===== src/rtl/lab4d_pkg.sv =====
// lab4d_pkg: constants and FSM state encoding shared by the LAB4D readout path.
package lab4d_pkg;

  localparam int NBITS     = 12;
  localparam int LAB_COUNT = 12;
  localparam int WIN_W     = 6;

  typedef enum logic [2:0] {
    ST_IDLE,
    ST_SHIFT_HI,
    ST_SHIFT_LO,
    ST_WRITE,
    ST_INCR_HI,
    ST_INCR_LO,
    ST_DONE
  } state_e;

endpackage


===== src/rtl/lab4d_doe_deser.sv =====
// lab4d_doe_deser: one chip's DOE shift register; bits enter at the LSB so the
// first (MSB) bit ends up at the top after NBITS shifts.
module lab4d_doe_deser #(
  parameter int NBITS = lab4d_pkg::NBITS
) (
  input  logic             clk_i,
  input  logic             rst_i,
  input  logic             shift_en_i,
  input  logic             din_i,
  output logic [NBITS-1:0] word_o
);

  logic [NBITS-1:0] word_q, word_d;

  always_comb begin
    word_d = word_q;
    if (shift_en_i) begin
      word_d = {word_q[NBITS-2:0], din_i};
    end
  end

  always_ff @(posedge clk_i) begin
    if (rst_i) begin
      word_q <= '0;
    end else begin
      word_q <= word_d;
    end
  end

  assign word_o = word_q;

endmodule


===== src/rtl/lab4d_readout.sv =====
// lab4d_readout: clocks one window out of 12 LAB4D chips and emits one 144-bit beat per sample.
// Optional build macro LAB4D_READOUT_TESTPAT_EN: test_i latched at start selects a synthetic pattern.
module lab4d_readout
  import lab4d_pkg::*;
#(
  parameter int SAMPLES_PER_WINDOW = 64,
  parameter int NBITS              = lab4d_pkg::NBITS
) (
  input  logic                       clk_i,
  input  logic                       rst_i,
  input  logic                       readout_i,
  input  logic [WIN_W-1:0]           readout_address_i,
  input  logic [3:0]                 prescale_i,
  output logic                       complete_o,
  output logic                       busy_o,
  input  logic                       test_i,
  output logic [LAB_COUNT-1:0]       SS_INCR,
  output logic [LAB_COUNT-1:0]       SRCLK,
  input  logic [LAB_COUNT-1:0]       DOE,
  output logic                       wr_o,
  output logic [LAB_COUNT*NBITS-1:0] dat_o,
  output logic [6:0]                 sample_o,
  output logic [WIN_W-1:0]           window_o,
  input  logic                       full_i
);

  localparam logic [3:0] LAST_BIT    = 4'(NBITS);
  localparam logic [6:0] LAST_SAMPLE = 7'(SAMPLES_PER_WINDOW - 1);

  state_e                     state_q, state_d;
  logic [3:0]                 phase_q, phase_d;
  logic [3:0]                 bitcnt_q, bitcnt_d;
  logic [6:0]                 sample_q, sample_d;
  logic [WIN_W-1:0]           window_q, window_d;
  logic [3:0]                 presc_q, presc_d;
  logic                       srclk_q, srclk_d;
  logic                       ss_incr_q, ss_incr_d;
  logic                       wr_q, wr_d;
  logic                       complete_q, complete_d;
  logic [LAB_COUNT*NBITS-1:0] dat_q, dat_d;
  logic [LAB_COUNT*NBITS-1:0] word_bus;
  logic                       shift_en;
  logic                       phase_last;

`ifdef LAB4D_READOUT_TESTPAT_EN
  logic test_q, test_d;
`else
  logic unused_test;
  assign unused_test = test_i;
`endif

  assign phase_last = (phase_q == presc_q);

  always_comb begin
    state_d  = state_q;
    phase_d  = phase_q;
    bitcnt_d = bitcnt_q;
    sample_d = sample_q;
    window_d = window_q;
    presc_d  = presc_q;
    shift_en = 1'b0;
`ifdef LAB4D_READOUT_TESTPAT_EN
    test_d   = test_q;
`endif
    case (state_q)
      ST_IDLE: begin
        if (readout_i) begin
          state_d  = ST_SHIFT_HI;
          window_d = readout_address_i;
          presc_d  = prescale_i;
          sample_d = '0;
          bitcnt_d = '0;
          phase_d  = '0;
`ifdef LAB4D_READOUT_TESTPAT_EN
          test_d   = test_i;
`endif
        end
      end
      ST_SHIFT_HI: begin
        if (phase_last) begin
          // DOE is captured at the end of the high phase, just before SRCLK falls.
          shift_en = 1'b1;
          bitcnt_d = bitcnt_q + 4'd1;
          phase_d  = '0;
          state_d  = ST_SHIFT_LO;
        end else begin
          phase_d = phase_q + 4'd1;
        end
      end
      ST_SHIFT_LO: begin
        if (phase_last) begin
          phase_d = '0;
          state_d = (bitcnt_q < LAST_BIT) ? ST_SHIFT_HI : ST_WRITE;
        end else begin
          phase_d = phase_q + 4'd1;
        end
      end
      ST_WRITE: begin
        if (wr_q) begin
          phase_d = '0;
          state_d = (sample_q == LAST_SAMPLE) ? ST_DONE : ST_INCR_HI;
        end
      end
      ST_INCR_HI: begin
        if (phase_last) begin
          phase_d = '0;
          state_d = ST_INCR_LO;
        end else begin
          phase_d = phase_q + 4'd1;
        end
      end
      ST_INCR_LO: begin
        if (phase_last) begin
          phase_d  = '0;
          bitcnt_d = '0;
          sample_d = sample_q + 7'd1;
          state_d  = ST_SHIFT_HI;
        end else begin
          phase_d = phase_q + 4'd1;
        end
      end
      ST_DONE: state_d = ST_IDLE;
      default: state_d = ST_IDLE;
    endcase

    // Outputs decode the next state so every strobe comes straight from a flop.
    srclk_d    = (state_d == ST_SHIFT_HI);
    ss_incr_d  = (state_d == ST_INCR_HI);
    complete_d = (state_d == ST_DONE);
    wr_d       = (state_d == ST_WRITE) && !full_i;
    dat_d      = (state_d == ST_WRITE) ? word_bus : '0;
  end

  always_ff @(posedge clk_i) begin
    if (rst_i) begin
      state_q    <= ST_IDLE;
      phase_q    <= '0;
      bitcnt_q   <= '0;
      sample_q   <= '0;
      window_q   <= '0;
      presc_q    <= '0;
      srclk_q    <= 1'b0;
      ss_incr_q  <= 1'b0;
      wr_q       <= 1'b0;
      complete_q <= 1'b0;
      dat_q      <= '0;
`ifdef LAB4D_READOUT_TESTPAT_EN
      test_q     <= 1'b0;
`endif
    end else begin
      state_q    <= state_d;
      phase_q    <= phase_d;
      bitcnt_q   <= bitcnt_d;
      sample_q   <= sample_d;
      window_q   <= window_d;
      presc_q    <= presc_d;
      srclk_q    <= srclk_d;
      ss_incr_q  <= ss_incr_d;
      wr_q       <= wr_d;
      complete_q <= complete_d;
      dat_q      <= dat_d;
`ifdef LAB4D_READOUT_TESTPAT_EN
      test_q     <= test_d;
`endif
    end
  end

  for (genvar gi = 0; gi < LAB_COUNT; gi++) begin : g_lab
    logic [NBITS-1:0] word;

    lab4d_doe_deser #(.NBITS(NBITS)) u_deser (
      .clk_i      (clk_i),
      .rst_i      (rst_i),
      .shift_en_i (shift_en),
      .din_i      (DOE[gi]),
      .word_o     (word)
    );

`ifdef LAB4D_READOUT_TESTPAT_EN
    assign word_bus[gi*NBITS +: NBITS] = test_q ?
        NBITS'({4'(gi) ^ window_q[3:0], sample_q[5:0], 2'b00}) : word;
`else
    assign word_bus[gi*NBITS +: NBITS] = word;
`endif
  end

  assign SRCLK      = {LAB_COUNT{srclk_q}};
  assign SS_INCR    = {LAB_COUNT{ss_incr_q}};
  assign wr_o       = wr_q;
  assign complete_o = complete_q;
  assign dat_o      = dat_q;
  assign sample_o   = sample_q;
  assign window_o   = window_q;
  assign busy_o     = (state_q != ST_IDLE);

endmodule

===== config.mk =====
export PLATFORM = sky130hd
export DESIGN_NAME = lab4d_readout
export DESIGN_NICKNAME = d
export VERILOG_FILES = /design/src/rtl/lab4d_pkg.sv /design/src/rtl/lab4d_doe_deser.sv /design/src/rtl/lab4d_readout.sv
export SDC_FILE = /design/constraint.sdc
export NUM_CORES = 1
export LEC_CHECK = 0
export CELL_PAD_IN_SITES_DETAIL_PLACEMENT = 0
export CELL_PAD_IN_SITES_GLOBAL_PLACEMENT = 1
export CORE_ASPECT_RATIO = 1.2
export CORE_MARGIN = 2
export CORE_UTILIZATION = 41
export DETAILED_ROUTE_END_ITERATION = 7
export PLACE_DENSITY_LB_ADDON = 0.1
export SETUP_SLACK_MARGIN = 0.4
export SYNTH_ARGS = -nofsm -noshare
export SYNTH_HDL_FRONTEND = slang
export SYNTH_SLANG_ARGS = --single-unit

===== constraint.sdc =====
create_clock -name clk_i -period 3 [get_ports clk_i]
set_clock_uncertainty 0.15 [all_clocks]
set_input_delay 0.6 -clock clk_i [delete_from_list [all_inputs] [get_ports clk_i]]
set_output_delay 0.6 -clock clk_i [all_outputs]
set_load 0.01 [all_outputs]

==> results.py, run 1 <==
metrics = {
    "run_status": {
        "outcome": "complete, no violations",
    },
    "die": {
        "rows": 64,
        "die_w_um": 150,
        "io_pins": 211,
        "die_area_sq_mm": 0.0269,
        "fp.coreArea_sq_mm": 0.0253,
        "die_y_um": 179,
        "start_util_pct": 41.4,
    },
    "yosys": {
        "syn_nets": 1181,
        "seq_area_frac_synth_pct": 61.1,
        "postSynthAreaPerCell_sq_um": 9.10,
        "synth_cells": 1151,
        "netlist_area_sq_mm": 0.0105,
        "synth_cell_types": 40,
        "synth_warnings": 0,
        "ys_seq_elements": 320,
    },
    "cells_and_area": {
        "fin_util_pct": 54.3,
        "nFillCells": 2384,
        "drive_gt1_share_pct": 5.62,
        "final_common_cell": "dfxtp_1",
        "syn_to_final_growth_pct": 31.1,
        "fin_nets": 1326,
        "final_cell_mix": "dfxtp_1 (319), nand2_1 (315), clkdlybuf4s50_1 (207)",
        "multi_input_area_sq_mm": 0.00355,
        "regArea_sq_mm": 0.00641,
        "diodes": 0,
        "final_area_sq_mm": 0.0137,
    },
    "global_route": {
        "grt_max_degree": 165,
        "antenna_found_initial": 0,
        "grt_pass1_wl_um": 38200,
        "grt_pass1_vias": 7414,
        "grt_use_total_pct": 17.3,
        "grt-ovfl-total": 0,
    },
    "clock_network": {
        "clkSinkCount": 320,
        "htreeDepth": 2,
        "ctsLongestPathBuffers": 3,
        "numCtsBuffers": 34,
        "cts_tree": "built",
        "post_cts_buffers": 0,
        "clk_latency_ns": 0.50,
        "path_clk_slew_ns": 0.06,
        "clockRootBuffer": "clkbuf_16",
    },
    "critical_path": {
        "critPathKind": "flop to flop",
        "cp-end-kind": "flop",
        "crit_path_max_fanout": 88,
        "worstPathArrival_ns": 2.73,
        "start_kind": "flop",
        "required_ns": 3.28,
    },
    "placement": {
        "post-place-ws_ns": 0.252,
        "io_buffer_count": 209,
        "globalplace.congestion": 0.760,
        "dp_hpwl_um": 13300,
        "place_area_sq_mm": 0.0127,
    },
    "sta": {
        "slew_headroom_pct": 32.2,
        "drv_slew": 0,
        "final.setup.tns_ns": 0,
        "setup_viol_count_final": 0,
        "finalWorstSetupSlack_ns": 0.558,
        "fin_crit_sh_pct": 81.4,
        "fmax_mhz": 410,
        "period_needed_ns": 2.44,
        "final-hold-violation-count": 0,
        "rsz0062_at_grt": "false",
        "tightest_slew_ns": 1.02,
    },
    "routing": {
        "antenna_left": 0,
        "firstDrtPassIters": 4,
        "wire_per_inst_um": 14.4,
        "drc": 0,
        "num_vias": 7977,
        "first_iter_violations": 359,
        "vias_per_cell": 4.85,
        "wirelength_um": 23600,
    },
    "hold_path": {
        "hold_path_class": "flop to flop",
    },
    "power": {
        "pwr_density_cell_mw_per_mm2": 692,
        "leakage_nw": 5.37,
        "p_int_w": 0.00703,
        "pwr-share-seq_pct": 45.8,
        "switching_power_w": 0.00248,
        "total_power_w": 0.00951,
        "ir_worst_vdd_mv": 0.422,
        "p_sw_share_pct": 26.1,
        "p_comb_share_pct": 12.3,
        "pwr-share-clk_pct": 42.0,
    },
    "job": {
        "maxCapViolCount": 0,
    },
}
## final cells by class
cell class	instances	area share (%)
multi-input combinational	715	25.9
timing repair buffer	223	16.7
clock inverter	11	0.838
sequential	320	46.6
inverter	2	0.0547
tap	330	3.01
clock buffer	45	6.87
## final timing paths
check                                                start                                        to  slack [ns]  cells past startpoint
setup / recovery                     state_q[1]$_SDFF_PP0_                      dat_o[75]$_SDFF_PP0_        0.56                      6
hold / removal    g_lab[11].u_deser.word_o[1]$_SDFFE_PP0P_  g_lab[11].u_deser.word_o[2]$_SDFFE_PP0P_        0.30                      2
setup reg to reg                     state_q[1]$_SDFF_PP0_                      dat_o[75]$_SDFF_PP0_        0.56                      6
hold reg to reg   g_lab[11].u_deser.word_o[1]$_SDFFE_PP0P_  g_lab[11].u_deser.word_o[2]$_SDFFE_PP0P_        0.30                      2
## power groups by stage
stage / sequential (W) / clock (W) / combinational, W
floorplan: 0.00444 / 0 / 0.000750
global placement: 0.00445 / 0 / 0.00119
detailed placement: 0.00445 / 0 / 0.00119
CTS: 0.00435 / 0.00411 / 0.00119
global route: 0.00436 / 0.00429 / 0.00129
finish: 0.00435 / 0.00399 / 0.00117
## metal layers
| layer | part of all wire (%) | up-vias | global-route usage (%) |
|---|---|---|---|
| met2 | 48 | 175 | 29.9 |
| met4 | 1.6 | 0 | 4.64 |
| met5 | 0 | - | 0 |
| met3 | 6.3 | 28 | 4.86 |
| met1 | 44 | 3713 | 21.1 |
| li1 | - | 4061 | - |
## registers in the layout, summed over array words and instances, names as in the netlist, 3 cells and up
register / count
dat_o: 144
bitcnt_q: 4
sample_o: 7
g_lab.u_deser.word_o: 144
presc_q: 4
phase_q: 4
state_q: 3
window_o: 6
## cell usage after synthesis
| library cell | n | share of area (%) |
|---|---|---|
| and3b_1 | 2 | 0.17 |
| o21ai_0 | 7 | 0.33 |
| nor4bb_1 | 1 | 0.096 |
| mux2_2 | 1 | 0.11 |
| a21oi_1 | 161 | 7.7 |
| clkbuf_1 | 60 | 2.1 |
| nand2b_1 | 4 | 0.24 |
| nand3_1 | 5 | 0.24 |
| xnor2_1 | 7 | 0.59 |
| o22ai_1 | 1 | 0.060 |
| or3b_1 | 1 | 0.084 |
| or2_2 | 1 | 0.060 |
| nand2_1 | 316 | 11 |
| buf_4 | 25 | 1.8 |
| dfxtp_1 | 320 | 61 |
| and2_1 | 1 | 0.060 |
| or3_1 | 1 | 0.060 |
| a21o_1 | 2 | 0.14 |
| a41o_1 | 1 | 0.096 |
| a211oi_1 | 1 | 0.072 |
| and3_1 | 147 | 8.8 |
| mux2i_1 | 2 | 0.19 |
| xor2_1 | 2 | 0.17 |
| nand4b_1 | 1 | 0.084 |
| ha_1 | 3 | 0.36 |
| a211o_1 | 1 | 0.084 |
| o211a_2 | 1 | 0.096 |
| buf_2 | 29 | 1.4 |
| nor4b_1 | 1 | 0.084 |
| and4_1 | 1 | 0.084 |
| inv_1 | 2 | 0.072 |
| nand3b_1 | 1 | 0.072 |
| nor3_1 | 7 | 0.33 |
| a22oi_1 | 2 | 0.14 |
| nor2b_1 | 4 | 0.24 |
| a31oi_1 | 2 | 0.12 |
| nor3b_2 | 1 | 0.12 |
| nand4_1 | 6 | 0.36 |
| nor2_1 | 19 | 0.68 |
| nor3b_1 | 1 | 0.072 |
## worst max-delay path, cell delays in order (launching register included)
cell     delay (ns)
dfxtp_2        0.39
or3b_1         0.52
a41o_1         0.27
o211a_2        0.17
nor3b_4        0.30
buf_12         0.33
and3_1         0.20
## stage by stage
stage               hold WS, ns  cells
detailed placement        0.293   1590
global placement          0.287   1590
global route              0.323   1646
finish                    0.295   1646
CTS                       0.298   1646
floorplan                 0.282   1151
## logic make-up after synthesis
group / synth area share, %
XOR/XNOR: 0.752
multiplexers: 0.299
AO/OA/AOI/OAI: 8.84
adder cells (fa/ha/maj): 0.358
flip-flops: 61.1
buffers and inverters: 5.40
AND/OR/NAND/NOR: 23.2
## what timing repair did
action | in CTS | in global routing
setup endpoints to repair | 1 | 80
resized for setup | 1 | 2
hold buffers | 0 | 0
gates cloned | 0 | 0
Note: power is estimated with default switching activity, not from simulation.
==> run 2: changes to the inputs <==
--- a/config.mk
+++ b/config.mk
@@ -9,7 +9,7 @@
 export CELL_PAD_IN_SITES_GLOBAL_PLACEMENT = 1
 export CORE_ASPECT_RATIO = 1.2
 export CORE_MARGIN = 2
-export CORE_UTILIZATION = 41
+export CORE_UTILIZATION = 34
 export DETAILED_ROUTE_END_ITERATION = 7
 export PLACE_DENSITY_LB_ADDON = 0.1
 export SETUP_SLACK_MARGIN = 0.4
==> constraint.sdc (replaced) <==
create_clock -name clk_i -period 2.18 [get_ports clk_i]
set_clock_uncertainty 0.15 [all_clocks]
set_input_delay 0.436 -clock clk_i [delete_from_list [all_inputs] [get_ports clk_i]]
set_output_delay 0.436 -clock clk_i [all_outputs]
set_load 0.01 [all_outputs]
==> run 2 against run 1 <==
Critical path depth rose by 1. Highest routed layer unchanged. Largest power group unchanged. First-iteration DRC count down 4.7%. Cell count rose by 7.2%.
==> results.py, run 2 (synthesis gave the netlist of run 1 again) <==
metrics = {
    "critical_path": {
        "required_ns": 2.49,
        "critPathKind": "flop to flop",
        "crit_path_max_fanout": 26,
        "path_cells": "or3b_4 -> a41o_1 -> o211a_2 -> nor3b_4 -> buf_12 -> buf_12 -> and3_4",
        "cp-end-kind": "flop",
        "slowest_stage": "or3b_4",
        "worstPathArrival_ns": 2.42,
        "max_stage_delay_ns": 0.39,
        "path_common_cell": "buf_12",
        "reg2regPathDepth": 7,
        "start_kind": "flop",
    },
    "routing": {
        "firstDrtPassIters": 4,
        "drc": 0,
        "wire_per_inst_um": 15.4,
        "wirelength_um": 27200,
        "first_iter_violations": 342,
        "antenna_left": 0,
        "vias_per_cell": 4.66,
        "num_vias": 8226,
    },
    "power": {
        "pwr_density_cell_mw_per_mm2": 956,
        "leakage_nw": 5.76,
        "ir_worst_vdd_mv": 0.605,
    },
    "placement": {
        "dp_hpwl_um": 14900,
        "dpl.cell_count": 1688,
        "io_buffer_count": 209,
        "globalplace.congestion": 0.713,
        "post-place-ws_ns": -0.290,
    },
    "cells_and_area": {
        "fin_nets": 1375,
        "syn_to_final_growth_pct": 41.5,
        "fin_cells": 1764,
        "final_common_cell": "nand2_1",
        "drive_gt1_share_pct": 12.8,
        "diodes": 0,
        "final_cell_mix": "nand2_1 (315), dfxtp_1 (310), clkdlybuf4s50_1 (181)",
    },
    "die": {
        "die_w_um": 164,
        "die_area_sq_mm": 0.0322,
        "io_pins": 211,
        "die_y_um": 196,
        "fp.coreArea_sq_mm": 0.0304,
        "start_util_pct": 34.5,
        "rows": 70,
    },
    "clock_network": {
        "holdBufCountCts": 0,
        "numCtsBuffers": 34,
        "htreeDepth": 2,
        "path_clk_slew_ns": 0.06,
        "clockRootBuffer": "clkbuf_16",
        "clk_latency_ns": 0.52,
        "ctsLongestPathBuffers": 3,
        "clkSinkCount": 320,
        "cts_tree": "built",
    },
    "sta": {
        "final-hold-violation-count": 0,
        "fin_crit_sh_pct": 96.8,
        "rsz0062_at_grt": "true",
        "setup_viol_count_final": 0,
        "fmax_mhz": 474,
        "period_needed_ns": 2.11,
        "finalWorstSetupSlack_ns": 0.0705,
        "holdWs_ns": 0.123,
        "tightest_slew_ns": 0.770,
        "slew_headroom_pct": 48.7,
        "drv_slew": 0,
    },
    "global_route": {
        "grt_pass1_wl_um": 39900,
        "grt-ovfl-total": 0,
        "grt_use_total_pct": 15.2,
        "grt_pass1_vias": 7724,
        "grt_max_degree": 149,
        "antenna_found_initial": 0,
    },
    "hold_path": {
        "hold_depth": 3,
        "hold_path_class": "input port to flop",
    },
    "job": {
        "maxCapViolCount": 0,
    },
    "run_status": {
        "outcome": "complete, no violations",
    },
}
==> run 2: cell count changes in the layout (fill, tap and decap cells not counted), sizes merged <==
cell / delta
buf: +42
clkinv: -1
clkdlybuf4s15: +24
bufinv: -1
clkbuf: +14
clkdlybuf4s50: -26
dlygate4sd2: +1
clkinvlp: -1
==> run 2: area by class of cell <==
class                      count  area, sq um
tap                          396          495
sequential                   320         6430
clock inverter                 8         83.8
clock buffer                  51         1030
timing repair buffer         272         3040
fill                        2902        15600
multi-input combinational    715         3740
inverter                       2         7.51
==> run 2: layer usage <==
| metal | GRT usage (%) | share of wire [%] | routed length [um] |
|---|---|---|---|
| met1 | 19.2 | 44 | 11900 |
| met5 | 0 | 0 | 0 |
| met4 | 4.55 | 1.8 | 495 |
| met2 | 25.1 | 48 | 13200 |
| met3 | 4.33 | 6.0 | 1630 |
==> run 2: stage by stage <==
stage	utilization, %	area, sq um	total power, W	setup TNS [ns]
CTS	47.0	14300	0.0138	0
global placement	43.2	13100	0.00802	-36.37
global route	48.8	14800	0.0148	-0.146
detailed placement	43.2	13100	0.00802	-36.78
floorplan	-	10500	0.00720	0
finish	48.8	14800	0.0142	0
==> run 2: worst paths after layout <==
path                                                 from                                       to  slack [ns]
hold reg to reg   g_lab[4].u_deser.word_o[4]$_SDFFE_PP0P_  g_lab[4].u_deser.word_o[5]$_SDFFE_PP0P_        0.29
setup / recovery                    state_q[0]$_SDFF_PP0_                     dat_o[70]$_SDFF_PP0_        0.07
hold / removal                                      rst_i                    state_q[0]$_SDFF_PP0_        0.12
setup reg to reg                    state_q[0]$_SDFF_PP0_                     dat_o[70]$_SDFF_PP0_        0.07
==> run 2: what timing repair did <==
action / CTS / global route
setup endpoints to repair: 489 / 490
gates resized for setup: 69 / 54
cloned: 0 / 15
buffers inserted: 1 / 1
endpoints found under the hold margin: 0 / 0
pin swaps: 1 / 9
==> run 2: critical path, delay by kind of cell, from the launching register on <==
kind	cells	cell delay, ns
and+or+nand+nor	3	0.78
AOI/OAI and AO/OA	2	0.38
DFF	1	0.36
buffers and inverters	2	0.36
==> run 2: power by group <==
| group | switching [W] | internal, W | total (W) |
|---|---|---|---|
| logic | 0.00144 | 0.00106 | 0.00250 |
| registers | 0.0000636 | 0.00593 | 0.00599 |
| clock network | 0.00230 | 0.00339 | 0.00569 |
